`src/rtl/sr_register_bank_pkg.sv`:
```
// Shared types and next-state rule for the SR register bank.
// The same rule drives the storage cells and the bound checker.
package sr_bank_pkg;

  typedef enum logic [1:0] {
    SR_HOLD      = 2'b00,
    SR_SET_DOM   = 2'b01,
    SR_RESET_DOM = 2'b10,
    SR_TOGGLE    = 2'b11
  } sr_mode_e;

  // Single-channel next state; the s=r=1 case is resolved by mode, never X.
  function automatic logic sr_next(input logic q, input logic s, input logic r,
                                   input sr_mode_e mode);
    logic n;
    case ({s, r})
      2'b00:   n = q;
      2'b01:   n = 1'b0;
      2'b10:   n = 1'b1;
      default: begin
        case (mode)
          SR_HOLD:      n = q;
          SR_SET_DOM:   n = 1'b1;
          SR_RESET_DOM: n = 1'b0;
          default:      n = ~q;
        endcase
      end
    endcase
    return n;
  endfunction

endpackage

```
`src/rtl/sr_register_bank_if.sv`:
```
// Request/status bundle of the SR register bank.
interface sr_register_bank_if #(
  parameter int WIDTH = 8,
  parameter int CNT_W = 8
);
  import sr_bank_pkg::*;

  logic             enable;
  logic [WIDTH-1:0] s;
  logic [WIDTH-1:0] r;
  sr_mode_e         mode;
  logic             clear_err;
  logic [WIDTH-1:0] q;
  logic [WIDTH-1:0] q_bar;
  logic [WIDTH-1:0] conflict_now;
  logic             conflict_flag;
  logic [CNT_W-1:0] conflict_cnt;

  modport master (
    output enable, s, r, mode, clear_err,
    input  q, q_bar, conflict_now, conflict_flag, conflict_cnt
  );

  modport slave (
    input  enable, s, r, mode, clear_err,
    output q, q_bar, conflict_now, conflict_flag, conflict_cnt
  );
endinterface

```
`src/rtl/sr_register_bank_cell.sv`:
```
// One SR channel: q and q_bar are separate flops fed from the same next state,
// so q_bar is registered yet can never drift from ~q.
module sr_cell
  import sr_bank_pkg::*;
#(
  parameter logic RST_VAL = 1'b0
) (
  input  logic     clk_i,
  input  logic     rst_n_i,
  input  logic     en_i,
  input  logic     s_i,
  input  logic     r_i,
  input  sr_mode_e mode_i,
  output logic     q_o,
  output logic     q_bar_o
);

  logic q_q, q_d;
  logic qb_q;

  always_comb begin
    q_d = q_q;
    if (en_i) q_d = sr_next(q_q, s_i, r_i, mode_i);
  end

  always_ff @(posedge clk_i) begin
    if (!rst_n_i) begin
      q_q  <= RST_VAL;
      qb_q <= ~RST_VAL;
    end else begin
      q_q  <= q_d;
      qb_q <= ~q_d;
    end
  end

  assign q_o     = q_q;
  assign q_bar_o = qb_q;

endmodule

```
`src/rtl/sr_register_bank.sv`:
```
// WIDTH-channel SR storage bank with runtime conflict policy and a
// saturating conflict counter plus sticky flag for status logic.
module sr_register_bank
  import sr_bank_pkg::*;
#(
  parameter int               WIDTH       = 8,
  parameter int               CNT_W       = 8,
  parameter logic [WIDTH-1:0] RESET_VALUE = '0
) (
  input logic              clock_pulse,
  input logic              reset_n,
  sr_register_bank_if.slave bus
);

  localparam logic [CNT_W-1:0] CNT_MAX = '1;

  logic             en_w;
  logic [WIDTH-1:0] s_w, r_w, q_w, qb_w, cnow_w;
  sr_mode_e         mode_w;
  logic             conflict_cyc;

  logic [CNT_W-1:0] cnt_q, cnt_d;
  logic             flag_q, flag_d;

  assign en_w   = bus.enable;
  assign s_w    = bus.s;
  assign r_w    = bus.r;
  assign mode_w = bus.mode;

  for (genvar i = 0; i < WIDTH; i++) begin : g_cell
    sr_cell #(.RST_VAL(RESET_VALUE[i])) u_cell (
      .clk_i   (clock_pulse),
      .rst_n_i (reset_n),
      .en_i    (en_w),
      .s_i     (s_w[i]),
      .r_i     (r_w[i]),
      .mode_i  (mode_w),
      .q_o     (q_w[i]),
      .q_bar_o (qb_w[i])
    );
  end

  assign cnow_w       = {WIDTH{en_w}} & s_w & r_w;
  assign conflict_cyc = |cnow_w;

  // A conflict on the same edge as clear_err wins: the fresh event is kept.
  always_comb begin
    cnt_d  = cnt_q;
    flag_d = flag_q;
    if (conflict_cyc) begin
      flag_d = 1'b1;
      if (bus.clear_err)        cnt_d = CNT_W'(1);
      else if (cnt_q != CNT_MAX) cnt_d = cnt_q + CNT_W'(1);
    end else if (bus.clear_err) begin
      flag_d = 1'b0;
      cnt_d  = '0;
    end
  end

  always_ff @(posedge clock_pulse) begin
    if (!reset_n) begin
      cnt_q  <= '0;
      flag_q <= 1'b0;
    end else begin
      cnt_q  <= cnt_d;
      flag_q <= flag_d;
    end
  end

  assign bus.q             = q_w;
  assign bus.q_bar         = qb_w;
  assign bus.conflict_now  = cnow_w;
  assign bus.conflict_flag = flag_q;
  assign bus.conflict_cnt  = cnt_q;

endmodule
```
`src/flat_wrapper.sv`:
```
// flat-port wrapper written by rule: the top's interface ports become plain ports
module sr_register_bank_flat import sr_bank_pkg::*;
#(
  parameter int               WIDTH       = 8,
  parameter int               CNT_W       = 8,
  parameter logic [WIDTH-1:0] RESET_VALUE = '0
)
  (clock_pulse, reset_n, bus_enable, bus_s, bus_r, bus_mode, bus_clear_err, bus_q, bus_q_bar, bus_conflict_now, bus_conflict_flag, bus_conflict_cnt);
  sr_register_bank_if #(.WIDTH(WIDTH), .CNT_W(CNT_W)) bus_i ();
  input logic clock_pulse;
  input logic reset_n;
  input wire logic [$bits(bus_i.enable)-1:0] bus_enable;
  input wire logic [$bits(bus_i.s)-1:0] bus_s;
  input wire logic [$bits(bus_i.r)-1:0] bus_r;
  input wire logic [$bits(bus_i.mode)-1:0] bus_mode;
  input wire logic [$bits(bus_i.clear_err)-1:0] bus_clear_err;
  output wire logic [$bits(bus_i.q)-1:0] bus_q;
  output wire logic [$bits(bus_i.q_bar)-1:0] bus_q_bar;
  output wire logic [$bits(bus_i.conflict_now)-1:0] bus_conflict_now;
  output wire logic [$bits(bus_i.conflict_flag)-1:0] bus_conflict_flag;
  output wire logic [$bits(bus_i.conflict_cnt)-1:0] bus_conflict_cnt;
  assign bus_i.enable = bus_enable;
  assign bus_i.s = bus_s;
  assign bus_i.r = bus_r;
  assign bus_i.mode = bus_mode;
  assign bus_i.clear_err = bus_clear_err;
  assign bus_q = bus_i.q;
  assign bus_q_bar = bus_i.q_bar;
  assign bus_conflict_now = bus_i.conflict_now;
  assign bus_conflict_flag = bus_i.conflict_flag;
  assign bus_conflict_cnt = bus_i.conflict_cnt;
  sr_register_bank #(.WIDTH(WIDTH), .CNT_W(CNT_W), .RESET_VALUE(RESET_VALUE)) u_core (.clock_pulse(clock_pulse), .reset_n(reset_n), .bus(bus_i));
endmodule
```
`config.mk`:
```
export PLATFORM = sky130hd
export DESIGN_NAME = sr_register_bank_flat
export DESIGN_NICKNAME = d
export VERILOG_FILES = /design/src/rtl/sr_register_bank_pkg.sv /design/src/rtl/sr_register_bank_if.sv /design/src/rtl/sr_register_bank_cell.sv /design/src/rtl/sr_register_bank.sv /design/src/flat_wrapper.sv
export SDC_FILE = /design/constraint.sdc
export NUM_CORES = 1
export LEC_CHECK = 0
export ABC_CLOCK_PERIOD_IN_PS = 1700
export CAP_MARGIN = 30
export CORE_UTILIZATION = 61
export DETAILED_ROUTE_END_ITERATION = 16
export DONT_BUFFER_PORTS = 1
export PLACE_DENSITY = 0.76
export SYNTH_ARGS = -nofsm -noshare
export SYNTH_HDL_FRONTEND = slang
export SYNTH_SLANG_ARGS = --single-unit
```
`constraint.sdc`:
```
create_clock -name clock_pulse -period 1.7 [get_ports clock_pulse]
set_input_delay 0.34 -clock clock_pulse [delete_from_list [all_inputs] [get_ports clock_pulse]]
set_output_delay 0.34 -clock clock_pulse [all_outputs]
set_load 0.02 [all_outputs]
```
==> results of run 1 <==
-- state kept, by name (all words and copies together), names as in the netlist --
register	cells
u_core.bus.conflict_cnt	8
u_core.bus.conflict_flag	1
u_core.g_cell.u_cell.q_o	8
u_core.g_cell.u_cell.q_bar_o	8
-- worst max-delay path, delay by kind of cell, from the launching register on --
family          cells  cell delay (ps)
compound gates      1              230
fa+ha+maj           1              210
flops               1              370
simple gates        3              620
-- layout make-up --
cell class	instances	share of cell area (%)
multi-input combinational	111	52.4
sequential	25	37.7
timing repair buffer	8	4.53
tap	27	2.55
clock buffer	4	1.98
inverter	3	0.849
-- power by group --
part	switching (mW)	internal [mW]	leakage (nW)
registers	0.0482	0.614	0.205
logic	0.0650	0.0564	0.322
clock network	0.172	0.0916	0.0150
-- Yosys cell counts (2+ instances only) --
| library cell | count |
|---|---|
| clkbuf_1 | 5 |
| a31oi_1 | 10 |
| dfxtp_1 | 25 |
| a31o_1 | 2 |
| buf_4 | 16 |
| nand2b_1 | 7 |
| a211oi_1 | 2 |
| or2b_1 | 2 |
| and2_1 | 8 |
| nor2b_1 | 2 |
| a22oi_2 | 3 |
| a311oi_1 | 3 |
| nor2_1 | 10 |
| a21oi_1 | 10 |
| a41oi_1 | 2 |
| and3_1 | 9 |
| inv_1 | 2 |
| nand2_1 | 26 |
-- how the worst max path moves through the flow --
| stage | from | to | cells past startpoint | slack (ps) |
|---|---|---|---|---|
| global placement | u_core.bus.conflict_cnt[0]$_SDFFE_PN0P_ | u_core.bus.conflict_cnt[0]$_SDFFE_PN0P_ | 5 | 250 |
| floorplan | u_core.bus.conflict_cnt[0]$_SDFFE_PN0P_ | u_core.bus.conflict_cnt[0]$_SDFFE_PN0P_ | 5 | 80 |
| detailed placement | u_core.bus.conflict_cnt[0]$_SDFFE_PN0P_ | u_core.bus.conflict_cnt[5]$_SDFFE_PN0P_ | 5 | 220 |
| global route | u_core.bus.conflict_cnt[0]$_SDFFE_PN0P_ | u_core.bus.conflict_cnt[5]$_SDFFE_PN0P_ | 5 | 60 |
| finish | u_core.bus.conflict_cnt[0]$_SDFFE_PN0P_ | u_core.bus.conflict_cnt[5]$_SDFFE_PN0P_ | 5 | 190 |
| CTS | u_core.bus.conflict_cnt[0]$_SDFFE_PN0P_ | u_core.bus.conflict_cnt[5]$_SDFFE_PN0P_ | 5 | 190 |
-- metal layers --
metal / GRT usage [%] / up-vias / share of wire [%]
met5: 0 / - / 0
met3: 5.61 / 2 / 5.9
met1: 27.7 / 514 / 46
met2: 37.0 / 38 / 47
met4: 5.88 / 0 / 0.59
li1: - / 538 / -
-- cell usage in the layout, fill, tap and decap left out, types with 3 or more instances in the layout --
cell type  Yosys  final
a21oi_1       10     10
a22oi_2        3      3
a311oi_1       3      3
a31oi_1       10     10
and2_1         8      8
and3_1         9      9
buf_4         16      8
clkbuf_4       0      3
dfxtp_1       25     25
nand2_1       26     26
nand2b_1       7      7
nor2_1        10     10
-- cell families after synthesis --
logic type | after synthesis
simple gates | 72
compound gates | 38
buf+inv | 25
flops | 25
fa+ha+maj | 1
-- through the flow --
stage	std cells	setup slack, ps	hold slack (ps)	power [mW]
6_report	178	187	82.8	1.05
5_1_grt	178	64.3	56.8	1.10
4_1_cts	178	186	70.5	1.06
3_5_place_dp	174	217	408	0.797
3_3_place_gp	174	253	406	0.793
2_1_floorplan	161	81.5	552	0.822
==> out/qor.csv, run 1 <==
metric,value,unit
r2r_setup_slack,190,ps
rsz0062_at_grt,false,
yosys.area_share.simple,28.8,%
clock_skew,3.95,ps
leakagePower,0.542,nW
post-route-period-util,89.0,%
place.gp.congestion,0.820,
yosysTopAreaCell,dfxtp_1,
area_growth,-2.21,%
crit_path_start_kind,flip-flop,
holdCritPathClass,input port to flip-flop,
synthXorXnorAreaFrac,0,%
cts_root_buf,clkbuf_4,
ys_seq_area_share,36.9,%
viasPerCell,6.13,
antenna-diode-count,0,
nNetsFinal,175,
grt_max_degree,26,
seq_area,500,um^2
numPortBuffers,0,
io_pins,55,
synth.net_count,184,
status,finished clean,
fin_area,1330,um^2
yosysUniqueCellTypes,35,
synth-compound-area-share,21.5,%
holdPathEnd,u_core.g_cell[3].u_cell.q_bar_o$_SDFF_PN1_,
critPathMaxFanout,6,
multi_input_area,694,um^2
muxShareOfSynthArea,0,%
synth_edf_count,0,
r2r-start,u_core.bus.conflict_cnt[0]$_SDFFE_PN0P_,
yosys_most_used_dff,dfxtp_1,
grtUsageTotal,22.0,%
fin_tns_setup,0,ps
hold_depth,1,
clk_pin_slew,130,ps
hold_viol_final,0,
die_h,49.2,um
r2r_cells,5,
fin_util,65.6,%
fin_crit,1510,ps
synth_top_cell_area_share,36.9,%
placed_cell_area,1300,um^2
ir_worst_vdd,0.000555,V
ctsHoldBuffers,0,
fmax,661,MHz
clkSinkCount,25,
post-dp-hpwl,1870,um
drc,0,
fillers,184,
grt_pass1_vias,978,
synth_area,1360,um^2
synth_area_leaders,"dfxtp_1, buf_4, nand2_1",
cts-resized-gates,0,
fp.coreArea,2020,um^2
ys_ff_latch,25,
synthAdderAreaFrac,0.923,%
ys_async_sr_fraction,0,%
path_cells,ha_1 > and4_4 > nand4_4 > and2_4 > a311oi_1,
clockBufferDepth,2,
final-max-slew-violation-count,0,
cts-buffers-inserted,3,
first_pass_iters,4,
worst_slew_pin_slew,431,ps
num_rows,16,
drt_iter0_markers,39,
final-setup-viol-count,0,
cts_setup_buffers,0,
grt_pass1_wl,4160,um
grt_overflow,0,
maxCapViolations,0,
endpoint_kind,flip-flop,
syn_area_per_cell,8.42,um^2
antenna_found_initial,0,
drive_gt1_share,13.2,%
hp-start,reset_n,
vias,1092,
syn_inst,161,
cp_slowest_stage_delay,370,ps
clk_latency,310,ps
htree_levels,1,
die-area,2420,um^2
path_class,flip-flop to flip-flop,
finalWirelength,2560,um
slowest_stage,dfxtp_1,
crit-reg2reg-capture,u_core.bus.conflict_cnt[5]$_SDFFE_PN0P_,
power-per-cell-area,790,nW/um^2
cp.required,1940,ps
initial_core_util,67.1,%
synth_top_family_by_area,simple AND/OR/NAND/NOR gates,
die_w,49.2,um
relSlewSlack,71.2,%
critPathArrivalTime,1750,ps
avgRoutedWirePerCell,14.4,um
yosysWarnings,0,
drtAntennaViolNets,0,
cts_tree,done,
(Power assumes the default switching activity.)
==> inputs of run 2 (changes only) <==
--- a/config.mk
+++ b/config.mk
@@ -5,12 +5,12 @@
 export SDC_FILE = /design/constraint.sdc
 export NUM_CORES = 1
 export LEC_CHECK = 0
-export ABC_CLOCK_PERIOD_IN_PS = 1700
+export ABC_CLOCK_PERIOD_IN_PS = 1890
 export CAP_MARGIN = 30
-export CORE_UTILIZATION = 61
+export CORE_UTILIZATION = 65
 export DETAILED_ROUTE_END_ITERATION = 16
 export DONT_BUFFER_PORTS = 1
-export PLACE_DENSITY = 0.76
+export PLACE_DENSITY = 0.8
 export SYNTH_ARGS = -nofsm -noshare
 export SYNTH_HDL_FRONTEND = slang
 export SYNTH_SLANG_ARGS = --single-unit
==> constraint.sdc (replaced) <==
create_clock -name clock_pulse -period 1.89 [get_ports clock_pulse]
set_input_delay 0.378 -clock clock_pulse [delete_from_list [all_inputs] [get_ports clock_pulse]]
set_output_delay 0.378 -clock clock_pulse [all_outputs]
set_load 0.02 [all_outputs]
==> out/qor.csv, run 2 (synthesis results as in run 1) <==
metric,value,unit
status,finished clean,
mostFrequentLayoutCell,nand2_1,
layout_common_cells,"nand2_1, dfxtp_1, a31oi_1, a21oi_1, nor2_1",
htree_levels,1,
cp.required,2130,ps
ir_worst_vdd,0.000473,V
cts_setup_buffers,0,
critPathMaxFanout,6,
placed_cell_area,1280,um^2
drc,0,
fin_util,66.6,%
leakagePower,0.524,nW
clk_pin_slew,140,ps
grt_max_degree,26,
drt_iter0_markers,28,
fin_tns_setup,0,ps
drtAntennaViolNets,0,
sequentialPowerShare,62.3,%
fin_crit,1570,ps
internal_power,684,uW
area_growth,-3.60,%
fp.coreArea,1960,um^2
pwr-share-clk,26.1,%
cts_tree,done,
antenna-diode-count,0,
power_switching,271,uW
path_class,flip-flop to flip-flop,
holdCritPathClass,input port to flip-flop,
clockBufferDepth,2,
cts-buffers-inserted,3,
post-dp-hpwl,2030,um
io_pins,55,
hold_viol_final,0,
dp_slack,375,ps
r2r_cells,5,
vias,1103,
worst_slew_pin_slew,490,ps
cp-endpoint,u_core.bus.conflict_cnt[5]$_SDFFE_PN0P_,
nNetsFinal,172,
final-max-slew-violation-count,0,
crit_path_start_kind,flip-flop,
r2r_setup_slack,320,ps
grt_overflow,0,
drive_gt1_share,12.2,%
initial_core_util,69.1,%
clock_skew,2.81,ps
crit_start,u_core.bus.conflict_cnt[0]$_SDFFE_PN0P_,
viasPerCell,6.30,
fin_ws,317,ps
clkSinkCount,25,
grtUsageTotal,24.8,%
numPortBuffers,0,
rsz0062_at_grt,false,
die_h,47.7,um
clk_latency,320,ps
grt_pass1_vias,963,
switching_share,28.4,%
seq_area,500,um^2
avgRoutedWirePerCell,15.7,um
ctsHoldBuffers,0,
power-per-cell-area,730,nW/um^2
finalWirelength,2750,um
relSlewSlack,67.3,%
antenna_found_initial,0,
place.gp.congestion,0.783,
maxCapViolations,0,
r2r-start,u_core.bus.conflict_cnt[0]$_SDFFE_PN0P_,
first_pass_iters,4,
cts-resized-gates,0,
fmax,636,MHz
fillers,184,
crit-reg2reg-capture,u_core.bus.conflict_cnt[5]$_SDFFE_PN0P_,
die-area,2270,um^2
fin_area,1310,um^2
final-setup-viol-count,0,
critPathArrivalTime,1810,ps
grt_pass1_wl,3940,um
power_frac_comb,11.6,%
endpoint_kind,flip-flop,
multi_input_area,694,um^2
die_w,47.7,um
num_rows,16,
cts_root_buf,clkbuf_4,
post-route-period-util,83.2,%
run 2: final cells by class:
cell class                      count  area share (%)
Timing Repair Buffer                5            2.87
Clock buffer                        3            1.72
Multi-Input combinational cell    111            53.1
Tap cell                           27            2.58
Inverter                            3           0.861
Sequential cell                    25            38.3
Clock inverter                      1           0.574
run 2: worst min-delay path by stage:
stage | startpoint | endpoint | slack [ps] | cells after the start
after floorplan | u_core.bus.conflict_cnt[1]$_SDFFE_PN0P_ | u_core.bus.conflict_cnt[1]$_SDFFE_PN0P_ | 550 | 2
after global placement | reset_n | u_core.g_cell[2].u_cell.q_bar_o$_SDFF_PN1_ | 440 | 1
after detailed placement | reset_n | u_core.g_cell[2].u_cell.q_bar_o$_SDFF_PN1_ | 450 | 1
after CTS | reset_n | u_core.g_cell[7].u_cell.q_bar_o$_SDFF_PN1_ | 100 | 1
after global routing | reset_n | u_core.g_cell[4].u_cell.q_bar_o$_SDFF_PN1_ | 100 | 1
final | reset_n | u_core.g_cell[2].u_cell.q_bar_o$_SDFF_PN1_ | 100 | 1
run 2: layer usage:
metal / wire (um) / track usage [%]
met5: 0 / 0
met3: 190 / 4.91
met2: 1340 / 41.1
met1: 1170 / 30.6
met4: 53 / 12.2
run 2: stage by stage:
step | power, mW | hold slack, ps | cells
2_1_floorplan | 0.739 | 552 | 161
3_3_place_gp | 0.713 | 444 | 171
3_5_place_dp | 0.718 | 445 | 171
4_1_cts | 0.957 | 104 | 175
5_1_grt | 0.996 | 99.4 | 175
6_report | 0.955 | 103 | 175
run 2: power groups by stage:
stage / combinational, mW / clock, mW / sequential (mW)
floorplan: 0.160 / 0 / 0.579
global placement: 0.107 / 0 / 0.606
detailed placement: 0.111 / 0 / 0.607
CTS: 0.111 / 0.250 / 0.595
global route: 0.125 / 0.272 / 0.599
finish: 0.111 / 0.249 / 0.595
run 2: worst max-delay path, stage by stage, from the launching register on:
cell and delay, ps:
dfxtp_1 370, ha_1 230, and4_4 290, nand4_4 140, and2_4 200, a311oi_1 260
